File: config.mk
export PLATFORM = sky130hd
export DESIGN_NAME = vote_button_conditioner
export DESIGN_NICKNAME = d
export VERILOG_FILES = /design/src/rtl/evm_pkg.sv /design/src/rtl/button_sync.sv /design/src/rtl/vote_button_conditioner.sv
export SDC_FILE = /design/constraint.sdc
export NUM_CORES = 1
export LEC_CHECK = 0
export CAP_MARGIN = 15
export CORE_ASPECT_RATIO = 0.7
export CORE_UTILIZATION = 50
export DETAILED_ROUTE_END_ITERATION = 10
export PLACE_DENSITY = 0.79
export SLEW_MARGIN = 20
export SYNTH_ARGS = -nofsm -noshare
export SYNTH_HDL_FRONTEND = slang
export SYNTH_HIERARCHICAL = 1
export SYNTH_SLANG_ARGS = --single-unit
File: constraint.sdc
create_clock -name clock -period 2.1 [get_ports clock]
set_input_delay 0.315 -clock clock [delete_from_list [all_inputs] [get_ports clock]]
set_output_delay 0.315 -clock clock [all_outputs]
set_load 0.01 [all_outputs]
File: src/rtl/evm_pkg.sv
// Shared EVM front-end definitions: candidate count, conditioner FSM states
// and combinational helpers on the candidate button vector.
package evm_pkg;

    localparam int NUM_CANDIDATES = 4;
    localparam int IDX_W          = $clog2(NUM_CANDIDATES);
    localparam int ONES_W         = $clog2(NUM_CANDIDATES + 1);

    typedef enum logic [2:0] {
        IDLE     = 3'd0,
        DEBOUNCE = 3'd1,
        PRESSED  = 3'd2,
        COOLDOWN = 3'd3,
        RELEASE  = 3'd4
    } vbc_state_t;

    function automatic logic [ONES_W-1:0] count_ones(input logic [NUM_CANDIDATES-1:0] v);
        logic [ONES_W-1:0] n;
        n = {ONES_W{1'b0}};
        for (int i = 0; i < NUM_CANDIDATES; i++) begin
            n = n + {{(ONES_W-1){1'b0}}, v[i]};
        end
        return n;
    endfunction

    // Lowest set bit; only meaningful when the caller has already proven v one-hot.
    function automatic logic [IDX_W-1:0] onehot_index(input logic [NUM_CANDIDATES-1:0] v);
        logic [IDX_W-1:0] idx;
        idx = {IDX_W{1'b0}};
        for (int i = NUM_CANDIDATES - 1; i >= 0; i--) begin
            if (v[i]) begin
                idx = IDX_W'(i);
            end
        end
        return idx;
    endfunction

endpackage

File: src/rtl/button_sync.sv
// Multi-bit two-flop synchroniser for independent asynchronous button levels.
module button_sync #(
    parameter int WIDTH = 1
) (
    input  logic             clock,
    input  logic             reset,
    input  logic [WIDTH-1:0] async_level,
    output logic [WIDTH-1:0] sync_level
);

    logic [WIDTH-1:0] meta_r;
    logic [WIDTH-1:0] sync_r;

    // Two-stage capture to resolve metastability on each bit.
    always_ff @(posedge clock or negedge reset) begin
        if (!reset) begin
            meta_r <= {WIDTH{1'b0}};
            sync_r <= {WIDTH{1'b0}};
        end else begin
            meta_r <= async_level;
            sync_r <= meta_r;
        end
    end

    assign sync_level = sync_r;

endmodule

File: src/rtl/vote_button_conditioner.sv
// Button front end for the EVM: synchronise, debounce, reject simultaneous
// presses and enforce a cooldown so each voter action yields one clean one-hot level.
module vote_button_conditioner
    import evm_pkg::*;
#(
    parameter int DEBOUNCE_CYCLES = 16,
    parameter int COOLDOWN_CYCLES = 32,
    parameter int CNT_W = $clog2(((DEBOUNCE_CYCLES > COOLDOWN_CYCLES) ?
                                   DEBOUNCE_CYCLES : COOLDOWN_CYCLES) + 1)
) (
    input  logic                      clock,
    input  logic                      reset,
    input  logic                      enable,
    input  logic [NUM_CANDIDATES-1:0] raw_button,
    output logic [NUM_CANDIDATES-1:0] clean_button,
    output logic                      vote_accepted,
    output logic                      multi_reject,
    output logic                      busy
);

    localparam logic [CNT_W-1:0]          DEB_LIMIT  = CNT_W'(DEBOUNCE_CYCLES);
    localparam logic [CNT_W-1:0]          COOL_LIMIT = CNT_W'(COOLDOWN_CYCLES);
    localparam logic [CNT_W-1:0]          CNT_ZERO   = {CNT_W{1'b0}};
    localparam logic [CNT_W-1:0]          CNT_ONE    = {{(CNT_W-1){1'b0}}, 1'b1};
    localparam logic [CNT_W-1:0]          CNT_MAX    = {CNT_W{1'b1}};
    localparam logic [ONES_W-1:0]         MULTI_MIN  = ONES_W'(2);
    localparam logic [NUM_CANDIDATES-1:0] NO_BUTTON  = {NUM_CANDIDATES{1'b0}};

    logic [NUM_CANDIDATES-1:0] sync_s;
    logic [NUM_CANDIDATES-1:0] idx_mask_s;
    logic [CNT_W-1:0]          cnt_inc_s;

    vbc_state_t                state_r;
    vbc_state_t                state_nxt_s;
    logic [CNT_W-1:0]          cnt_r;
    logic [CNT_W-1:0]          cnt_nxt_s;
    logic [IDX_W-1:0]          idx_r;
    logic [IDX_W-1:0]          idx_nxt_s;
    logic [NUM_CANDIDATES-1:0] clean_r;
    logic [NUM_CANDIDATES-1:0] clean_nxt_s;
    logic                      vote_r;
    logic                      vote_nxt_s;
    logic                      multi_r;
    logic                      multi_nxt_s;
    logic                      busy_r;

    button_sync #(
        .WIDTH (NUM_CANDIDATES)
    ) u_button_sync (
        .clock       (clock),
        .reset       (reset),
        .async_level (raw_button),
        .sync_level  (sync_s)
    );

    assign idx_mask_s = {{(NUM_CANDIDATES-1){1'b0}}, 1'b1} << idx_r;
    assign cnt_inc_s  = (cnt_r == CNT_MAX) ? cnt_r : (cnt_r + CNT_ONE);

    // Next-state, counter and output decisions; a count transitions only once it already sits at its limit.
    always_comb begin
        state_nxt_s = state_r;
        cnt_nxt_s   = cnt_r;
        idx_nxt_s   = idx_r;
        clean_nxt_s = clean_r;
        vote_nxt_s  = 1'b0;
        multi_nxt_s = 1'b0;
        case (state_r)
            IDLE: begin
                if (sync_s == NO_BUTTON) begin
                    state_nxt_s = IDLE;
                end else if (count_ones(sync_s) >= MULTI_MIN) begin
                    multi_nxt_s = 1'b1;
                    state_nxt_s = RELEASE;
                    cnt_nxt_s   = CNT_ZERO;
                end else if (enable) begin
                    state_nxt_s = DEBOUNCE;
                    idx_nxt_s   = onehot_index(sync_s);
                    cnt_nxt_s   = CNT_ONE;
                end else begin
                    state_nxt_s = IDLE;
                end
            end
            DEBOUNCE: begin
                if (!enable) begin
                    state_nxt_s = RELEASE;
                    cnt_nxt_s   = CNT_ZERO;
                    clean_nxt_s = NO_BUTTON;
                end else if (sync_s == idx_mask_s) begin
                    if (cnt_r >= DEB_LIMIT) begin
                        state_nxt_s = PRESSED;
                        cnt_nxt_s   = CNT_ZERO;
                        clean_nxt_s = idx_mask_s;
                        vote_nxt_s  = 1'b1;
                    end else begin
                        cnt_nxt_s   = cnt_inc_s;
                    end
                end else if (sync_s == NO_BUTTON) begin
                    state_nxt_s = IDLE;
                    cnt_nxt_s   = CNT_ZERO;
                end else begin
                    multi_nxt_s = 1'b1;
                    state_nxt_s = RELEASE;
                    cnt_nxt_s   = CNT_ZERO;
                end
            end
            PRESSED: begin
                if (!enable) begin
                    state_nxt_s = RELEASE;
                    cnt_nxt_s   = CNT_ZERO;
                    clean_nxt_s = NO_BUTTON;
                end else if (sync_s[idx_r]) begin
                    cnt_nxt_s   = CNT_ZERO;
                end else if (cnt_r >= DEB_LIMIT) begin
                    state_nxt_s = COOLDOWN;
                    cnt_nxt_s   = CNT_ZERO;
                    clean_nxt_s = NO_BUTTON;
                end else begin
                    cnt_nxt_s   = cnt_inc_s;
                end
            end
            COOLDOWN: begin
                if (!enable) begin
                    state_nxt_s = RELEASE;
                    cnt_nxt_s   = CNT_ZERO;
                    clean_nxt_s = NO_BUTTON;
                end else if (cnt_r >= COOL_LIMIT) begin
                    state_nxt_s = RELEASE;
                    cnt_nxt_s   = CNT_ZERO;
                end else begin
                    cnt_nxt_s   = cnt_inc_s;
                end
            end
            RELEASE: begin
                // A button still held after cooldown keeps us here until it is let go.
                if (sync_s != NO_BUTTON) begin
                    cnt_nxt_s   = CNT_ZERO;
                end else if (cnt_r >= DEB_LIMIT) begin
                    state_nxt_s = IDLE;
                    cnt_nxt_s   = CNT_ZERO;
                end else begin
                    cnt_nxt_s   = cnt_inc_s;
                end
            end
            default: begin
                state_nxt_s = IDLE;
                cnt_nxt_s   = CNT_ZERO;
                clean_nxt_s = NO_BUTTON;
            end
        endcase
    end

    // State, counter and registered outputs.
    always_ff @(posedge clock or negedge reset) begin
        if (!reset) begin
            state_r <= IDLE;
            cnt_r   <= CNT_ZERO;
            idx_r   <= {IDX_W{1'b0}};
            clean_r <= NO_BUTTON;
            vote_r  <= 1'b0;
            multi_r <= 1'b0;
            busy_r  <= 1'b0;
        end else begin
            state_r <= state_nxt_s;
            cnt_r   <= cnt_nxt_s;
            idx_r   <= idx_nxt_s;
            clean_r <= clean_nxt_s;
            vote_r  <= vote_nxt_s;
            multi_r <= multi_nxt_s;
            busy_r  <= (state_nxt_s != IDLE);
        end
    end

    assign clean_button  = clean_r;
    assign vote_accepted = vote_r;
    assign multi_reject  = multi_r;
    assign busy          = busy_r;

endmodule

==> qor.txt, run 1 <==
P_int: 715.9 µW
Top cells by area, synth: dfrtp_1 (46%), nand2_1 (3.5%), mux2_4 (3.2%)
Die W: 65.50 µm
Setup Skew: 2.049 ps
Post-DR vias/cell: 5.821
Post-DP Area: 0.001605 mm²
Avg Cell Area, Syn: 10.08 µm²
Fin crit share: 93.95%
VDD IR max: 397.3 µV
MaxCap Viol Count: 0
PostCTS Resize Cnt: 0
Fmax: 506.9 MHz
CTS Buf Count: 3
Antenna violations before repair: 0
Cells after Synth: 140
Area share of the largest cell type after synthesis: 46.10%
Clock sink total: 26
Total Nets Final: 169
Most frequent cell after synthesis: dfrtp_1
Drt drc: 0
Clock Tree Buf Depth: 2
Final setup violating endpoints: 0
Top FF cell, synth: dfrtp_1
Synth warn: 6
Distinct cells, synth: 47
Final slew viol count: 0
Worst path cell trace: or4_4, a2bb2oi_2, a21oi_4, o221ai_4, mux2_4
Core Area: 0.002571 mm²
Hold/Removal Path Class: flip-flop to flip-flop
Post-route setup slack: 127.0 ps
Hold slack: 351.9 ps
WS Path Type: flip-flop to flip-flop
Slowest cell on crit path: or4_4
Worst slew margin: 67.42%
I/O pin count: 14
Antenna viol nets, final: 0
Commonest cells in the synthesized netlist: dfrtp_1 (26), nand2_1 (13), nor2_1 (10)
Post-Syn Area: 0.001411 mm²
Area grow syn2layout: 17.73%
Data arrival, critical path: 2130 ps
First-pass iteration count of the detailed router: 4
Fin crit period: 1973 ps
PortBufs: 13
Slowest cell delay on critical path: 530 ps
Clk_lat worst skew: 270 ps
Post-synth EDFFs: 0
Rows: 15
Die area: 0.003042 mm²
Switching Power: 225.6 µW
Placer Congestion: 0.8893
CP Max Fanout: 5
Worst Setup End Kind: flip-flop
Pwr Density: 566.6 mW/mm²
Htree depth: 1
Starting Density: 54.89%
Ratio of cells with drive above 1 in the final layout: 14.74%
Total track usage: 21.06%
Actual slew at the worst max-slew pin: 486.9 ps
Synthesized flop and latch total: 26
Syn nets: 151
Total Routed Length: 2709 µm
Root Buffer: clkbuf_8
Initial DRC count: 61
Post-synthesis sequential area ratio: 46.10%
CTS tree: done
Logic gate share of total power: 13.6%
CP startpoint kind: flip-flop
Pin count of the biggest net entering global routing: 27
Final hold vios: 0
Setup TNS: 0 ps
# diodes: 0
Vias in the first global route: 986
Clock-pin slew on the worst setup and hold paths: 80 ps
Sw Share: 23.96%
Post-CTS setup buffer count: 0
Place WS: 14.22 ps
Status: finished clean
Routed len/inst: 14.26 µm
Required time of the worst setup path: 2260 ps
Synth async-reset ratio: 100.0%
Post-Layout Inst Area: 0.001662 mm²
HPWL after DPL: 2048 µm
Largest area contributor in the netlist: dfrtp_1
DR vias: 1106
First-pass GRT wire length: 4636 µm
Hold_buf cts: 0
Clock power frac: 28.1%
Flop pwr share: 58.4%
Global route total overflow: 0
Die height: 46.45 µm
Leakage: 0.0006933 µW
-- power by group through the flow --
stage | clock network [µW] | registers [µW] | logic, µW
2_1_floorplan | 0 | 551 | 80.0
3_3_place_gp | 0 | 557 | 123
3_5_place_dp | 0 | 559 | 127
4_1_cts | 279 | 549 | 127
5_1_grt | 294 | 553 | 146
6_report | 264 | 549 | 128
-- cell usage in the layout (no fill, tap or decap), types with 2 or more instances in the layout --
cell and count:
o32a_1 2, mux2i_1 2, o21ai_0 2, clkbuf_8 3
mux2_4 3, nand4_1 3, or2_2 2, buf_4 8
nand2b_1 3, o31ai_1 2, ha_1 3, clkdlybuf4s50_1 13
and2_1 2, a22o_1 2, nor3b_1 5, a21oi_1 3
nor2b_1 5, o21ai_1 4, nor3_1 3, inv_1 8
nor2_1 10, nand3_1 5, dfrtp_1 26, nand2_1 13
-- registers in the layout (all words and copies together), names as in the netlist --
| register | flops |
|---|---|
| cnt_r | 6 |
| clean_button | 4 |
| u_button_sync/meta_r | 4 |
| u_button_sync/sync_level | 4 |
| state_r | 3 |
| idx_r | 2 |
| busy | 1 |
| multi_reject | 1 |
| vote_accepted | 1 |
-- final timing paths --
path / start / end / slack (ps) / cells past startpoint
worst max-delay path: u_button_sync/sync_level[3] / clean_button[2] / 130 / 5
worst max register to register: u_button_sync/sync_level[3] / clean_button[2] / 130 / 5
max in group asynchronous: reset / u_button_sync/sync_level[0] / 1460 / 2
min in group asynchronous: reset / state_r[1] / 410 / 2
worst min register to register: u_button_sync/meta_r[1] / u_button_sync/sync_level[1] / 350 / 0
worst min-delay path: u_button_sync/meta_r[1] / u_button_sync/sync_level[1] / 350 / 0
-- per-layer routing --
layer,share of wire [%],GRT usage [%],vias up
met2,44,30.93,41
met4,1.9,9.130,0
li1,-,-,530
met5,0,0,-
met3,7.2,5.198,7
met1,47,29.66,528
-- cell families (layout without fill, tap and decap cells) --
kind of cell | count (synthesis) | after routing | share of synthesized area (%)
DFF | 26 | 26 | 46.10
buffers and inverters | 16 | 32 | 4.875
adders and majority gates | 4 | 4 | 4.078
AOI/OAI and AO/OA | 32 | 32 | 18.62
muxes | 5 | 5 | 4.610
and+or+nand+nor | 57 | 57 | 21.72
-- critical path: cells and delay by family, from the launching register on --
kind               cells  cell delay [ps]
AOI/OAI and AO/OA      3              580
and+or+nand+nor        1              530
DFF                    1              430
muxes                  1              320
-- cell type report --
type / count / area, µm²
fill: 196 / 909.6
clock buffer: 3 / 41.29
tap: 34 / 42.54
inverter: 8 / 30.03
timing repair buffer: 21 / 190.2
sequential: 26 / 650.6
multi-input combinational: 98 / 706.9
-- through the flow --
step                instances  total power (µW)  utilization, %
detailed placement        187             685.5           62.43
global placement          187             679.7           62.43
finish                    190             941.5           64.62
CTS                       190             955.1           64.04
global route              190             993.5           64.62
floorplan                 140             631.4               -
Note: power is estimated with default switching activity, not from simulation.
==> run 2, diff against run 1 <==
--- a/config.mk
+++ b/config.mk
@@ -8,6 +8,7 @@
 export CAP_MARGIN = 15
 export CORE_ASPECT_RATIO = 0.7
 export CORE_UTILIZATION = 50
+export CTS_BUF_LIST = sky130_fd_sc_hd__clkbuf_16
 export DETAILED_ROUTE_END_ITERATION = 10
 export PLACE_DENSITY = 0.79
 export SLEW_MARGIN = 20
==> qor.txt, run 2 (synthesized netlist as in run 1, its figures left out) <==
Status: finished clean
VDD IR max: 435.0 µV (+9.5%)
Fin crit period: 1986 ps (+13.02 ps)
Worst Setup End Kind: flip-flop
Cells after DPL: 187 (unchanged)
CTS tree: done
Finished Layout Cells: 190 (unchanged)
Post-CTS setup buffer count: 0 (unchanged)
Clock Tree Buf Depth: 2 (unchanged)
Fmax: 503.5 MHz (-0.66%)
Clk_lat worst skew: 250 ps (-20 ps)
Setup TNS: 0 ps (unchanged)
Commonest non-fill, non-tap cell in the layout: dfrtp_1
Total Routed Length: 2756 µm (+1.7%)
Core Area: 0.002571 mm² (unchanged)
Total track usage: 21.17% (+0.11 points)
Metal2 WL: 1224 µm (+3.8%)
Antenna viol nets, final: 0 (unchanged)
Setup Skew: 1.547 ps (-0.5020 ps)
First-pass iteration count of the detailed router: 4 (unchanged)
Vias in the first global route: 994 (+0.81%)
Actual slew at the worst max-slew pin: 434.1 ps (-52.78 ps)
WS Path Type: flip-flop to flip-flop
Hold slack: 346.4 ps (-5.491 ps)
Drt drc: 0 (unchanged)
Rows: 15 (unchanged)
HPWL after DPL: 2048 µm (unchanged)
Clock sink total: 26 (unchanged)
Required time of the worst setup path: 2240 ps (-20 ps)
Global route total overflow: 0 (unchanged)
I/O pin count: 14 (unchanged)
PortBufs: 13 (unchanged)
MaxCap Viol Count: 0 (unchanged)
Die W: 65.50 µm (unchanged)
Fin crit share: 94.57% (+0.62 points)
Top Metal Used: met4
Data arrival, critical path: 2130 ps (about the same)
Reg2reg path depth: 6 (+1)
Pin count of the biggest net entering global routing: 27 (unchanged)
Max reg flops: 6 (unchanged)
Post-DR vias/cell: 5.847 (+0.45%)
Power consumption: 1076 µW (+14%)
DR vias: 1111 (+0.45%)
CP Max Fanout: 7 (+2)
Final hold vios: 0 (unchanged)
Die height: 46.45 µm (unchanged)
Total Nets Final: 169 (unchanged)
# diodes: 0 (unchanged)
CTS Buf Count: 3 (unchanged)
Worst slew margin: 70.95% (+3.5 points)
Root Buffer: clkbuf_16
Number of fill cells: 188 (-4.1%)
CP startpoint kind: flip-flop
Final slew viol count: 0 (unchanged)
Placer Congestion: 0.8893 (unchanged)
Leakage: 0.0007087 µW (+2.2%)
Initial DRC count: 61 (unchanged)
Starting Density: 54.89% (unchanged)
RSZ-0062 raised after global routing: no
Htree depth: 1 (unchanged)
Reg with most FFs: cnt_r
First-pass GRT wire length: 4678 µm (+0.91%)
Pwr Density: 634.6 mW/mm² (+12%)
Hold/Removal Path Class: flip-flop to flip-flop
WL met3: 227 µm (+17%)
Commonest cells after routing, fill and taps aside: dfrtp_1 (26), nand2_1 (13), clkdlybuf4s50_1 (13), nor2_1 (10)
Routed len/inst: 14.51 µm (+1.7%)
Final setup violating endpoints: 0 (unchanged)
Clock-pin slew on the worst setup and hold paths: 60 ps (-20 ps)
Antenna violations before repair: 0 (unchanged)
Die area: 0.003042 mm² (unchanged)
Hold Path Stages: 0 (unchanged)
DRT met1 WL: 1294 µm (+0.86%)
Ratio of cells with drive above 1 in the final layout: 14.74% (unchanged)
Area grow syn2layout: 20.12%
## run 2: changes by cell type in the layout (fill, tap and decap cells not counted)
| cell | change |
|---|---|
| clkbuf_16 | +3 |
| clkbuf_8 | -3 |
## run 2: timing repair
item,in CTS,in global routing
resized for setup,0,2
setup endpoints to repair,0,5
hold buffers,0,0
hold endpoints to repair,0,0
## run 2: final cells by class
class / count / area (µm²) / share of cell area, %
clock buffer: 3 / 75.07 / 4.428
sequential: 26 / 650.6 / 38.38
timing repair buffer: 21 / 190.2 / 11.22
multi-input combinational: 98 / 706.9 / 41.70
tap: 34 / 42.54 / 2.509
inverter: 8 / 30.03 / 1.771
## run 2: path summary, 6_finish.rpt
kind / start / endpoint / slack, ps
min in group asynchronous: reset / state_r[1] / 420
max: u_button_sync/sync_level[1] / clean_button[0] / 110
min reg2reg: u_button_sync/meta_r[0] / u_button_sync/sync_level[0] / 350
max in group asynchronous: reset / u_button_sync/sync_level[0] / 1440
max reg2reg: u_button_sync/sync_level[1] / clean_button[0] / 110
min: u_button_sync/meta_r[0] / u_button_sync/sync_level[0] / 350
## run 2: critical path, stage by stage (launching register included)
cell	delay, ps
dfrtp_1	480
buf_4	170
and3b_1	180
o2111ai_2	300
a21oi_4	130
o221ai_4	300
mux2_4	330
## run 2: stage by stage
step / worst slack [ps] / area (µm²) / util (%)
finish: 114.0 / 1695 / 65.94
global route: 2.472 / 1695 / 65.94
CTS: 68.06 / 1680 / 65.35
detailed placement: 14.22 / 1605 / 62.43
global placement: 81.03 / 1605 / 62.43
floorplan: 109.6 / 1411 / -
## run 2: layer usage
layer,vias to the layer above,GRT usage [%]
li1,529,-
met1,531,29.97
met2,49,31.75
met3,2,5.446
met4,0,6.957
met5,-,0
## run 2: power breakdown
group          switching (µW)  internal [µW]
Clock                     146            251
Sequential               24.5            525
Combinational            65.0           63.4
Total                     236            840
